===== config.mk =====
export PLATFORM = sky130hd
export DESIGN_NAME = tff_to_jkff_bank
export DESIGN_NICKNAME = d
export VERILOG_FILES = /design/src/rtl/ff_pkg.sv /design/src/rtl/tff_to_jkff_bank_tff.sv /design/src/rtl/tff_to_jkff_bank.sv
export SDC_FILE = /design/constraint.sdc
export NUM_CORES = 1
export LEC_CHECK = 0
export CAP_MARGIN = 20
export CORE_UTILIZATION = 30
export DETAILED_ROUTE_END_ITERATION = 8
export DONT_BUFFER_PORTS = 1
export GPL_TIMING_DRIVEN = 0
export PLACE_DENSITY = 0.5
export SYNTH_ARGS = -nofsm -noshare
export SYNTH_HDL_FRONTEND = slang
export SYNTH_SLANG_ARGS = --single-unit

===== constraint.sdc =====
create_clock -name clk -period 1.6 [get_ports clk]
set_input_delay 0.48 -clock clk [delete_from_list [all_inputs] [get_ports clk]]
set_output_delay 0.48 -clock clk [all_outputs]
set_load 0.02 [all_outputs]

===== src/rtl/ff_pkg.sv =====
`default_nettype none
// ============================================================================
//  Module   : ff_pkg
//  Purpose  : Shared definitions for the flip-flop emulation bank: mode
//             encodings, default bank width, toggle-counter width and
//             saturation value, and the per-bit excitation function that
//             maps a JK/SR/D/T request onto a T flip-flop toggle input.
//  Ports    : none (package)
//  Revision : 1.0  initial release
// ============================================================================
package ff_pkg;

    localparam logic [1:0] MODE_JK = 2'b00;
    localparam logic [1:0] MODE_SR = 2'b01;
    localparam logic [1:0] MODE_D  = 2'b10;
    localparam logic [1:0] MODE_T  = 2'b11;

    localparam int DEFAULT_WIDTH = 4;

    localparam int                   TOG_CNT_W   = 8;
    localparam logic [TOG_CNT_W-1:0] TOG_CNT_MAX = '1;

    // Toggle input needed so a T flip-flop holding 'q' lands where the
    // emulated flip-flop type would go. An illegal SR pair (S=R=1) is
    // neutralised to a hold; flagging it is the caller's job.
    function automatic logic excite(input logic [1:0] mode,
                                    input logic       j,
                                    input logic       k,
                                    input logic       q);
        logic w_t;
        w_t = 1'b0;
        case (mode)
            MODE_JK: w_t = (j & ~q) | (k & q);
            MODE_SR: w_t = (j & k) ? 1'b0 : ((j & ~q) | (k & q));
            MODE_D:  w_t = j ^ q;
            default: w_t = j;
        endcase
        return w_t;
    endfunction

endpackage : ff_pkg
`default_nettype wire


===== src/rtl/tff_to_jkff_bank_tff.sv =====
`default_nettype none
// ============================================================================
//  Module   : Tff
//  Purpose  : One-bit T flip-flop with synchronous active-high reset.
//  Ports    : q   - stored state
//             qb  - complement of q
//             t   - toggle request, sampled on rising clk
//             clk - clock
//             rst - synchronous reset, clears q
//  Revision : 1.0  initial release
// ============================================================================
module Tff (
    output logic q,
    output logic qb,
    input  logic t,
    input  logic clk,
    input  logic rst
);

    logic r_q;

    always_ff @(posedge clk) begin
        if (rst) begin
            r_q <= 1'b0;
        end else if (t) begin
            r_q <= ~r_q;
        end
    end

    assign q  = r_q;
    assign qb = ~r_q;

endmodule : Tff
`default_nettype wire


===== src/rtl/tff_to_jkff_bank.sv =====
`default_nettype none
// ============================================================================
//  Module   : tff_to_jkff_bank
//  Purpose  : WIDTH-bit bank of T flip-flops that emulates JK, SR, D or T
//             flip-flops, selected by 'mode'. Each bit's toggle input is
//             derived combinationally from mode, j, k and the current q.
//  Ports    : clk     - clock, all state updates on rising edge
//             rst     - synchronous active-high reset
//             en      - update enable, low holds all state
//             mode    - 00 JK, 01 SR, 10 D, 11 T
//             j       - J / S / D / T per bit
//             k       - K / R per bit (ignored in D and T modes)
//             q       - flip-flop state
//             qb      - complement of q
//             sr_err  - sticky flag for S=R=1 in SR mode, cleared by rst
//             tog_cnt - saturating count of edges with any toggle
//                       (present only with TFF_TO_JKFF_TOG_CNT_EN defined)
//  Config   : TFF_TO_JKFF_TOG_CNT_EN enables the tog_cnt port and counter.
//  Revision : 1.0  initial release
// ============================================================================
module tff_to_jkff_bank
    import ff_pkg::*;
#(
    parameter int WIDTH = DEFAULT_WIDTH
) (
    input  logic                 clk,
    input  logic                 rst,
    input  logic                 en,
    input  logic [1:0]           mode,
    input  logic [WIDTH-1:0]     j,
    input  logic [WIDTH-1:0]     k,
    output logic [WIDTH-1:0]     q,
    output logic [WIDTH-1:0]     qb,
    output logic                 sr_err
`ifdef TFF_TO_JKFF_TOG_CNT_EN
    ,
    output logic [TOG_CNT_W-1:0] tog_cnt
`endif
);

    logic [WIDTH-1:0] w_q;
    logic [WIDTH-1:0] w_qb;
    logic [WIDTH-1:0] w_t;
    logic [WIDTH-1:0] w_t_gated;
    logic             w_sr_illegal;
    logic             r_sr_err;

    // Excitation is computed from the live q, so a mode change applies on
    // the very edge at which it is sampled.
    always_comb begin
        w_t = '0;
        for (int i = 0; i < WIDTH; i++) begin
            w_t[i] = excite(mode, j[i], k[i], w_q[i]);
        end
    end

    // Gating the toggle is the whole enable mechanism; each Tff has no
    // enable of its own, and its reset still wins over everything.
    assign w_t_gated    = en ? w_t : '0;
    assign w_sr_illegal = (mode == MODE_SR) && ((j & k) != '0);

    for (genvar gi = 0; gi < WIDTH; gi++) begin : g_bits
        Tff u_tff (
            .q   (w_q[gi]),
            .qb  (w_qb[gi]),
            .t   (w_t_gated[gi]),
            .clk (clk),
            .rst (rst)
        );
    end

    always_ff @(posedge clk) begin
        if (rst) begin
            r_sr_err <= 1'b0;
        end else if (en && w_sr_illegal) begin
            r_sr_err <= 1'b1;
        end
    end

    assign q      = w_q;
    assign qb     = w_qb;
    assign sr_err = r_sr_err;

`ifdef TFF_TO_JKFF_TOG_CNT_EN
    logic [TOG_CNT_W-1:0] r_tog_cnt;

    always_ff @(posedge clk) begin
        if (rst) begin
            r_tog_cnt <= '0;
        end else if (en && (w_t != '0) && (r_tog_cnt != TOG_CNT_MAX)) begin
            r_tog_cnt <= r_tog_cnt + 1'b1;
        end
    end

    assign tog_cnt = r_tog_cnt;
`endif

endmodule : tff_to_jkff_bank
`default_nettype wire

* Yosys cells after proc, flatten, opt, wreduce, memory -nomap -nowiden *
Index checks and enable logic that the tools add are counted.

storage, ports and cells
  register bits = 5
  output and inout bits = 9
  input port bits = 13
  word-level logic and storage cells = 45

cells by class
  multiplexer cells = 9
  equality and inequality tests = 2
  bitwise gates (word level) = 25
  reductions and logical operators = 4

operators by type and width
  operator            number
  $and 1x1->1         12
  $pmux 1 s3          4
  $and 4x4->4         1
  $mux 1              4
  $mux 4              1
  $not 1->1           4
  $or 1x1->1          4
  $reduce_bool 4->1   1
  $xor 1x1->1         4
  $eq 2x1->1 const B  1
  $eq 2x2->1 const B  1
  $logic_and 1x1->1   2
  $logic_not 2->1     1

* Depth between registers and ports, before layout *
Gate-level depths: netlist (run 1).

  depth in word-level cells = 6
  gate-level depth with buffers = 4
  gate-level depth less buffers = 3

* Modules after synthesis *
Synthesis (run 1) repeated with hierarchy kept, for this count alone.

second synthesis, totals
  cell total of the unflattened synthesis = 53
  area, all modules = 392.9 um^2

modules (own cells, without submodules)
  module            cells an instance  instances  seq. area each (um^2)  area an instance (um^2)
  tff_to_jkff_bank  37                 1          20.0                   247.7
  Tff               4                  4          20.0                   36.3

* Worst setup path before layout (run 1) *
No wires, ideal clock.

  kind = input port to flip-flop
  start = input mode[0]
  end = register g_bits[2].u_tff.r_q
  buffers on the path = 1
  setup time = 0.133 ns
  arrival time = 1.086 ns
  required time = 1.467 ns
  slack = 0.381 ns
  stages on the path = 3
  path through = buf_2 a2111oi_0 nor4_1

on the way
  cells in the longest elaborated chain, start to end = 3
  elaborated cells on any way between the ends = 5
  classes of those cells = 2 x eq/ne; 2 x mux; 1 x reduce/logical

ends and longest elaborated chain
  what                                      RTL line                    RTL
  start, declared                           tff_to_jkff_bank.sv:29      input logic [1:0] mode,
  $eq 2x2->1, or another cell as far along  ff_pkg.sv:32                case (mode)
  $pmux 1 s3 *                              ff_pkg.sv:32
  $mux 4 *                                  tff_to_jkff_bank.sv:59      assign w_t_gated = en ? w_t : '0;
  end signal, assigned                      tff_to_jkff_bank_tff.sv:26  r_q <= ~r_q;
  end, declared                             tff_to_jkff_bank_tff.sv:20  logic r_q;

Mark *: on every way between the ends. The rest lies on a longest branch, timed or not.
A chain may end at the register's enable or synchronous reset.

* Worst setup path in the final report (run 1) *
  start = register g_bits[2].u_tff.r_q
  end = output qb[2]

on the way
  cells in the longest elaborated chain, start to end = 1

ends and longest elaborated chain
  what           RTL line                    RTL
  $not 1->1      tff_to_jkff_bank_tff.sv:31  assign qb = ~r_q;
  end, declared  tff_to_jkff_bank.sv:33      output logic [WIDTH-1:0] qb,

No other way between the ends.

==> results.md, run 1 <==
* Status: complete, no violations
* Met2 Wirelength at 468 um
* Top FF cell, synth: dfxtp_1
* M1 WL at 512 um
* Compound-cell area share of the yosys netlist at 25.3%
* Post-DRT Antenna Nets at 0
* Ys async rst share at 0%
* Resized cells post-CTS at 0
* Fmax at 775 MHz
* Synth-to-Final Area Change at 9.81%
* H-tree depth at 1
* Drc violations at 0
* Worst setup EP type: output port
* CP bufs+invs at 2
* Filler cells at 165
* Clk buf depth at 2
* Initial drt markers at 6
* Core area at 0.00137 sq mm
* Vias at 435
* Syn Area/Cell at 7.92 sq um
* Post-route cell area at 504 sq um
* Final Max Tran Viols at 0
* Placed Area at 478 sq um
* WP data required at 1.12 ns
* Worst Setup Start Kind: flip-flop
* Die Area at 0.00169 sq mm
* Vias/cell at 5.65
* DR pass1 iterations at 4
* Most frequent cell after synthesis: buf_4
* Flip-flop and latch count after synthesis at 5
* Crit-path slowest cell: dfxtp_1
* Site Rows at 13
* Cell count after synthesis at 58
* Routed length per placed instance at 13.8 um
* # diodes at 0
* CTS buffer count at 3
* Critical path's top delay family: flip-flops
* Hold buffers post-CTS at 0
* Post-synth top area cell: dfxtp_1
* Crit path cell chain: inv_1 -> buf_4
* Power, Total at 377 uW
* Routability congestion estimate at 0.741
* Grt total ovfl at 0
* Leakage power at 0.173 nW
* Die Span X at 41.1 um
* Synth cell types at 18
* Initial Util at 33.6%
* Min cycle time layout at 1.29 ns
* Top cell type's share of synthesized area at 21.8%
* Met3 WL at 65 um
* Synthesized cell area at 459 sq um
* Largest family of logic cells by synthesized area: simple AND/OR/NAND/NOR gates
* Initial antenna violation count at 0
* First-pass GRT wire length at 1660 um
* Worst VDD drop at 206 uV
* Final Setup Violations at 0
* Worst Hold Class: input pin to flip-flop
* Final wirelength at 1060 um
* Layout Nets at 76
* Top Metal Used: met4
* Period utilization at 80.6%
* Post CTS Setup Buffer Count at 0
* Final setup margin at 0.310 ns
* Share of post-route cells with drive strength above 1 at 22.6%
* CTS tree: done
* Clock insertion delay at the later pin of the skew report at 0.24 ns
* Root Driver: clkbuf_4
* Ys Warns at 0
* Post-synth net total at 71
* Final Skew at 0 ns
* Post-placement worst setup slack at 0.307 ns
* TNS Setup at 0 ns
* Synth Area in Adders at 0%
* Clk slew on worst S/H paths at 0.05 ns
* Synth Area in XOR/XNOR at 0%
* Total Routing Usage GR at 15.5%
* Most instantiated cells after synthesis: buf_4, a211oi_1, dfxtp_1, inv_1, nand3b_1
* DP HPWL at 801 um
* Pwr dens at 748 mW/mm^2
* Number of synthesized flops with an enable pin at 0
* RSZ-0062 raised after global routing: false
* Max cap viols at 0
* Slowest stage delay, CP at 0.35 ns
* Largest net degree at the start of global routing at 11
* Relative slew slack at 75.9%
* CP Max Fanout at 3
* Mux cell area share after synthesis at 0%
* Kind of critical path: flip-flop to output port
* Simple-gate share of the synthesized area at 32.2%
* WP data arrival at 0.81 ns
* Endpoints failing hold at 0
* # IOs at 22
* Vias in the first global route at 399
* PortBufs at 0
* Die height at 41.1 um
* Sequential area share after synthesis at 21.8%
* # clock sinks at 5
* Area contributors post-synth: dfxtp_1, buf_4, a211oi_1, nand3b_1, or3b_1
* Worst Tran Pin Value at 0.353 ns
## worst reg2reg max path: stages, from the launching register on
cell,delay [ns]
dfxtp_1,0.35
inv_1,0.07
a211oi_1,0.22
nor4_1,0.07
## through the flow
step	hold slack [ns]	utilization, %	instances
CTS	0.303	36.9	77
floorplan	0.528	-	58
global placement	0.554	35.0	73
detailed placement	0.557	35.0	73
global route	0.304	36.9	77
finish	0.313	36.9	77
## report_power, final
| part | switching [mW] | internal [mW] |
|---|---|---|
| Combinational | 0.0463 | 0.0440 |
| Clock | 0.0522 | 0.0943 |
| Sequential | 0.00712 | 0.133 |
## cell type report
| class | instances | area [sq um] | area share (%) |
|---|---|---|---|
| buffer | 10 | 76.3 | 15.1 |
| clock buffer | 4 | 26.3 | 5.21 |
| inverter | 5 | 18.8 | 3.72 |
| multi-input combinational | 38 | 264 | 52.4 |
| sequential | 5 | 100 | 19.9 |
| tap | 15 | 18.8 | 3.72 |
## per-layer routing
metal,up-vias,global-route usage [%]
met3,2,2.72
met5,-,0
met2,14,21.9
met1,198,20.1
met4,0,12.9
li1,221,-
## registers in the layout, indices dropped and copies added (netlist names)
| signal | flops |
|---|---|
| sr_err | 1 |
| g_bits.u_tff.q | 4 |
## cell families (layout without fill, tap and decap cells)
group,Yosys count,in the layout
flops,5,5
buf+inv,15,19
compound gates,16,16
simple gates,22,22
## layout by cell type (no fill, tap or decap), drive strengths merged
cell,instances
buf,10
a211oi,7
inv,5
nand3b,5
dfxtp,5
a31oi,4
or3b,4
nand3,4
nor4,4
clkbuf,4
nand2b,3
a22oi,2
nor2,1
a2111oi,1
or2b,1
a21oi,1
o21ba,1
## path summary, 6_finish.rpt
kind / startpoint / cells past startpoint / end / slack [ns]
max: g_bits[2].u_tff.q$_SDFFE_PP0P_ / 2 / qb[2] / 0.31
min: rst / 1 / g_bits[0].u_tff.q$_SDFFE_PP0P_ / 0.31
max reg2reg: g_bits[2].u_tff.q$_SDFFE_PP0P_ / 3 / g_bits[2].u_tff.q$_SDFFE_PP0P_ / 0.77
min reg2reg: g_bits[1].u_tff.q$_SDFFE_PP0P_ / 2 / g_bits[1].u_tff.q$_SDFFE_PP0P_ / 0.56
(Power assumes the default switching activity.)
==> run 2, diff against run 1 <==
==> constraint.sdc (replaced) <==
create_clock -name clk -period 1.2 [get_ports clk]
set_input_delay 0.36 -clock clk [delete_from_list [all_inputs] [get_ports clk]]
set_output_delay 0.36 -clock clk [all_outputs]
set_load 0.02 [all_outputs]
==> run 2 against run 1 <==
Clock power up 33%. Wire length about the same. Register-to-register slack worse by 0.37 ns. Largest power group unchanged. Highest routed layer unchanged.
==> results.md, run 2 (synthesized netlist as in run 1, its figures left out) <==
* Vias in the first global route at 399 (unchanged)
* TNS Setup at 0 ns (unchanged)
* Fmax at 879 MHz
* Final setup margin at 0.0627 ns (-0.247 ns)
* Power, Total at 505 uW (+34%)
* # diodes at 0 (unchanged)
* Finished Layout Cells at 77 (unchanged)
* DR pass1 iterations at 4 (unchanged)
* Sequential cell area at 105 sq um (+5.0%)
* H-tree depth at 1 (unchanged)
* Filler cells at 161 (-2.4%)
* # clock sinks at 5 (unchanged)
* DP HPWL at 801 um (unchanged)
* Net Sw Power at 141 uW (+33%)
* CP Max Fanout at 3 (unchanged)
* Vias/cell at 5.65 (unchanged)
* Commonest non-fill, non-tap cells in the layout: buf_4, a211oi_1, inv_1, nand3b_1
* Max reg flops at 4 (unchanged)
* Relative slew slack at 75.9% (unchanged)
* Period utilization at 94.8%
* PortBufs at 0 (unchanged)
* Site Rows at 13 (unchanged)
* Synth-to-Final Area Change at 10.9%
* First-pass GRT wire length at 1660 um (unchanged)
* Leakage power at 0.174 nW (+0.86%)
* Crit path cell chain: inv_1 -> buf_4
* Final Setup Violations at 0 (unchanged)
* Clock power frac at 38.7% (about the same)
* Total Routing Usage GR at 15.5% (unchanged)
* Vias at 435 (unchanged)
* Clk buf depth at 2 (unchanged)
* Endpoints failing hold at 0 (unchanged)
* Combinational Power Share at 23.9% (about the same)
* Initial antenna violation count at 0 (unchanged)
* Pwr dens at 992 mW/mm^2 (+33%)
* Sw frac at 27.9% (-0.098 points)
* Share of post-route cells with drive strength above 1 at 29.0% (+6.5 points)
* Placed Cells at 73 (unchanged)
* Worst Setup Start Kind: flip-flop
* Grt total ovfl at 0 (unchanged)
* Final Skew at 0 ns (unchanged)
* CP bufs+invs at 2 (unchanged)
* WP data arrival at 0.78 ns (-0.03 ns)
* Slowest stage delay, CP at 0.33 ns (-0.02 ns)
* Worst Hold Class: input pin to flip-flop
* Int Power at 364 uW (+34%)
* Post-placement worst setup slack at 0.0266 ns (-0.280 ns)
* Largest net degree at the start of global routing at 11 (unchanged)
* Max cap viols at 0 (unchanged)
* Core area at 0.00137 sq mm (unchanged)
* Post-DRT Antenna Nets at 0 (unchanged)
* Die Area at 0.00169 sq mm (unchanged)
* Clock insertion delay at the later pin of the skew report at 0.24 ns (about the same)
* Final Util at 37.3% (+0.37 points)
* Kind of critical path: flip-flop to output port
* Register share of total power at 37.4% (+0.2 points)
* Area occupied by multi-input gates at 264 sq um (unchanged)
* Initial Util at 33.6% (unchanged)
* Hold buffers post-CTS at 0 (unchanged)
* Final wirelength at 1060 um (about the same)
* Crit-path slowest cell: dfxtp_2
* Layout Nets at 76 (unchanged)
* Worst VDD drop at 277 uV (+34%)
* Routability congestion estimate at 0.741 (unchanged)
* Post-route cell area at 509 sq um (+0.99%)
* WP data required at 0.84 ns (-0.28 ns)
* Routed length per placed instance at 13.8 um (about the same)
* Clk slew on worst S/H paths at 0.05 ns (about the same)
* Worst Tran Pin Value at 0.353 ns (unchanged)
* Root Driver: clkbuf_4
* Drc violations at 0 (unchanged)
* Commonest non-fill, non-tap cell in the layout: buf_4
* CTS buffer count at 3 (unchanged)
* Worst setup EP type: output port
* RSZ-0062 raised after global routing: false
* Status: complete, no violations
* Die Span X at 41.1 um (unchanged)
* Critical path's top delay family: flip-flops
* Placed Area at 478 sq um (unchanged)
* CTS tree: done
* Initial drt markers at 6 (unchanged)
* Hold WS at 0.186 ns (-0.127 ns)
* Min cycle time layout at 1.14 ns
* Final Max Tran Viols at 0 (unchanged)
* Die height at 41.1 um (unchanged)
* # IOs at 22 (unchanged)
-- run 2: cell types whose count changed in the layout (fill, tap and decap cells not counted) --
cell	before	now
dfxtp_1	5	1
dfxtp_2	0	4
-- run 2: final timing paths --
kind | from | to | slack [ns] | depth (start not counted)
setup / recovery | g_bits[2].u_tff.q$_SDFFE_PP0P_ | qb[2] | 0.06 | 2
hold / removal | rst | g_bits[0].u_tff.q$_SDFFE_PP0P_ | 0.19 | 1
setup reg to reg | g_bits[2].u_tff.q$_SDFFE_PP0P_ | g_bits[2].u_tff.q$_SDFFE_PP0P_ | 0.40 | 3
hold reg to reg | g_bits[1].u_tff.q$_SDFFE_PP0P_ | g_bits[1].u_tff.q$_SDFFE_PP0P_ | 0.55 | 2
-- run 2: per-layer routing --
metal | wire [um] | global-route usage, % | up-vias | part of all wire (%)
met2 | 468 | 21.9 | 14 | 44
met4 | 12 | 12.9 | 0 | 1.1
met3 | 65 | 2.72 | 2 | 6.1
met1 | 513 | 20.1 | 198 | 48
li1 | - | - | 221 | -
met5 | 0 | 0 | - | 0
-- run 2: repair_timing --
item / CTS / global route
setup endpoints to repair: 0 / 4
buffers inserted: 0 / 0
gates resized for setup: 0 / 4
hold endpoints to repair: 0 / 0
-- run 2: layout make-up --
cell class | count | area share, %
flip-flops and latches | 5 | 20.6
multi-input cells | 38 | 51.8
plain buffers | 10 | 15.0
well taps | 15 | 3.69
clock buffers | 4 | 5.16
inverters | 5 | 3.69
-- run 2: power by group through the flow --
stage	Sequential, mW	Combinational [mW]	Clock (mW)
finish	0.189	0.121	0.196
CTS	0.187	0.121	0.206
detailed placement	0.191	0.121	0
floorplan	0.189	0.111	0
global route	0.192	0.134	0.217
global placement	0.190	0.122	0
==> run 3, diff against run 2 <==
--- a/config.mk
+++ b/config.mk
@@ -6,6 +6,7 @@
 export NUM_CORES = 1
 export LEC_CHECK = 0
 export CAP_MARGIN = 20
+export CORE_MARGIN = 8
 export CORE_UTILIZATION = 30
 export DETAILED_ROUTE_END_ITERATION = 8
 export DONT_BUFFER_PORTS = 1
==> run 3 against run 2 <==
Utilization decreased by 2.6 points. Hold slack worse by 0.0049 ns. First-iteration DRC count grew to 2.7 times the previous value. Combinational power barely moved. Wire length is 20% higher. Worst setup slack worse by 0.0055 ns. Non-clock buffer count is the same. Clock skew unchanged. Die area grew 80%. Global-route usage down 6.4 points. Power grew 1.5%. Critical path type unchanged. Largest power group unchanged.
==> results.md, run 3 (synthesized netlist as in run 1, its figures left out) <==
* Status: complete, no violations
* Worst VDD drop at 433 uV (+56%)
* TNS Setup at 0 ns (unchanged)
* Pwr dens at 1000 mW/mm^2 (+1.2%)
* Die Span X at 55.1 um (+34%)
* # diodes at 0 (unchanged)
* Final Setup Violations at 0 (unchanged)
* Share of post-route cells with drive strength above 1 at 29.0% (unchanged)
* Vias/cell at 5.67 (+0.31%)
* DR pass1 iterations at 4 (unchanged)
* Initial drt markers at 16 (+10)
* Leakage power at 0.174 nW (unchanged)
* Initial antenna violation count at 0 (unchanged)
* Period utilization at 95.2% (+0.46 points)
* Total Routing Usage GR at 9.13% (-6.4 points)
* Commonest non-fill, non-tap cell in the layout: buf_4
* # clock sinks at 5 (unchanged)
* CP bufs+invs at 2 (unchanged)
* Commonest non-fill, non-tap cells in the layout: buf_4, a211oi_1, inv_1, nand3b_1
* Routed length per placed instance at 16.3 um (+19%)
* Post-DRT Antenna Nets at 0 (unchanged)
* Kind of critical path: flip-flop to output port
* Die height at 55.1 um (+34%)
* Vias at 442 (+1.6%)
* Drc violations at 0 (unchanged)
* CTS buffer count at 3 (unchanged)
* WP data arrival at 0.78 ns (about the same)
* Combinational Power Share at 23.8% (about the same)
* Register share of total power at 37.0% (-0.4 points)
* Largest net degree at the start of global routing at 11 (unchanged)
* PortBufs at 0 (unchanged)
* Post-route cell area at 510 sq um (+0.25%)
* Levels on crit path at 2 (unchanged)
* Max cap viols at 0 (unchanged)
* Crit path cell chain: inv_1 -> buf_4
* R2r setup slk at 0.41 ns (about the same)
* Post-placement worst setup slack at 0.00457 ns (-0.0221 ns)
* Root Driver: clkbuf_4
* Net Sw Power at 148 uW (+5.2%)
* Fmax at 875 MHz (-0.48%)
* First-pass GRT wire length at 2040 um (+23%)
* Worst Tran Pin Value at 0.413 ns (+0.0605 ns)
* Final Skew at 0 ns (unchanged)
* Sw frac at 28.9% (+1.0 points)
* Endpoints failing hold at 0 (unchanged)
* Die Area at 0.00304 sq mm (+80%)
* Critical path endpoint: qb[3]
* Synth-to-Final Area Change at 11.2%
* CTS tree: done
* # IOs at 22 (unchanged)
* Worst Setup Start Kind: flip-flop
* Final wirelength at 1270 um (+20%)
* Core area at 0.00147 sq mm (+7.7%)
* Initial Util at 31.2% (-2.4 points)
* Vias in the first global route at 426 (+6.8%)
* Clock power frac at 39.2% (+0.5 points)
* Min cycle time layout at 1.14 ns (+0.00552 ns)
* Worst Hold Class: input pin to flip-flop
* Clk slew on worst S/H paths at 0.05 ns (about the same)
* CP Max Fanout at 3 (unchanged)
* Max reg flops at 4 (unchanged)
* Placed Area at 479 sq um (+0.26%)
* Power, Total at 513 uW (+1.5%)
* Post CTS Setup Buffer Count at 0 (unchanged)
* Routability congestion estimate at 0.770 (+3.8%)
* Relative slew slack at 71.7% (-4.1 points)
* Grt total ovfl at 0 (unchanged)
* DP HPWL at 978 um (+22%)
* Filler cells at 175 (+8.7%)
* Clock insertion delay at the later pin of the skew report at 0.24 ns (about the same)
* WP data required at 0.84 ns (about the same)
* Hold WS at 0.181 ns (-0.00494 ns)
* Slowest stage delay, CP at 0.33 ns (about the same)
* Crit-path slowest cell: dfxtp_2
* R2R Path Start: g_bits[2].u_tff.q$_SDFFE_PP0P_
* R2R depth at 3 (unchanged)
* RR Endpoint: g_bits[2].u_tff.q$_SDFFE_PP0P_
* Layout Nets at 76 (unchanged)
* Clk buf depth at 2 (unchanged)
* Site Rows at 14 (+1)
* Worst setup EP type: output port
* Final setup margin at 0.0571 ns (-0.00552 ns)
* Final Max Tran Viols at 0 (unchanged)
* RSZ-0062 raised after global routing: false
* Critical path's top delay family: flip-flops
* H-tree depth at 1 (unchanged)
* CP startpoint: g_bits[3].u_tff.q$_SDFFE_PP0P_
* Int Power at 365 uW (about the same)
[run 3: cell counts in the layout (fill, tap and decap cells not counted)]
No cell type changed its count.
[run 3: worst min-delay path by stage]
stage / startpoint / to / slack [ns] / cells after the start
final: rst / g_bits[3].u_tff.q$_SDFFE_PP0P_ / 0.18 / 1
after global routing: rst / g_bits[3].u_tff.q$_SDFFE_PP0P_ / 0.17 / 1
after CTS: rst / g_bits[0].u_tff.q$_SDFFE_PP0P_ / 0.18 / 1
after detailed placement: rst / g_bits[3].u_tff.q$_SDFFE_PP0P_ / 0.44 / 1
after global placement: rst / g_bits[0].u_tff.q$_SDFFE_PP0P_ / 0.44 / 1
after floorplan: rst / g_bits[0].u_tff.q$_SDFFE_PP0P_ / 0.44 / 1
[run 3: cell type report]
class	count	area [sq um]	area share, %
Buffer	10	76.3	15.0
Clock buffer	4	26.3	5.15
Inverter	5	18.8	3.68
Multi-Input combinational cell	38	264	51.7
Sequential cell	5	105	20.6
Tap cell	16	20.0	3.92
[run 3: through the flow]
step / utilization [%] / instances
after global placement: 32.6 / 74
after CTS: 34.4 / 78
after global routing: 34.7 / 78
after detailed placement: 32.6 / 74
after floorplan: - / 58
final: 34.7 / 78
[run 3: power groups by stage]
stage | registers, mW | logic, mW | clock network, mW
after floorplan | 0.189 | 0.111 | 0
after global placement | 0.191 | 0.123 | 0
after detailed placement | 0.191 | 0.123 | 0
after CTS | 0.188 | 0.123 | 0.210
after global routing | 0.191 | 0.135 | 0.219
final | 0.190 | 0.122 | 0.201
[run 3: routing by layer]
metal / GRT usage, % / part of all wire (%) / vias up
li1: - / - / 222
met1: 11.2 / 42 / 197
met2: 12.7 / 44 / 21
met3: 3.74 / 13 / 2
met4: 6.00 / 1.5 / 0
met5: 0 / 0 / -
[run 3: what timing repair did]
| action | CTS | global route |
|---|---|---|
| endpoints found under the setup margin | 0 | 4 |
| resized for setup | 0 | 4 |
| endpoints found under the hold margin | 0 | 0 |
| hold buffers | 0 | 0 |
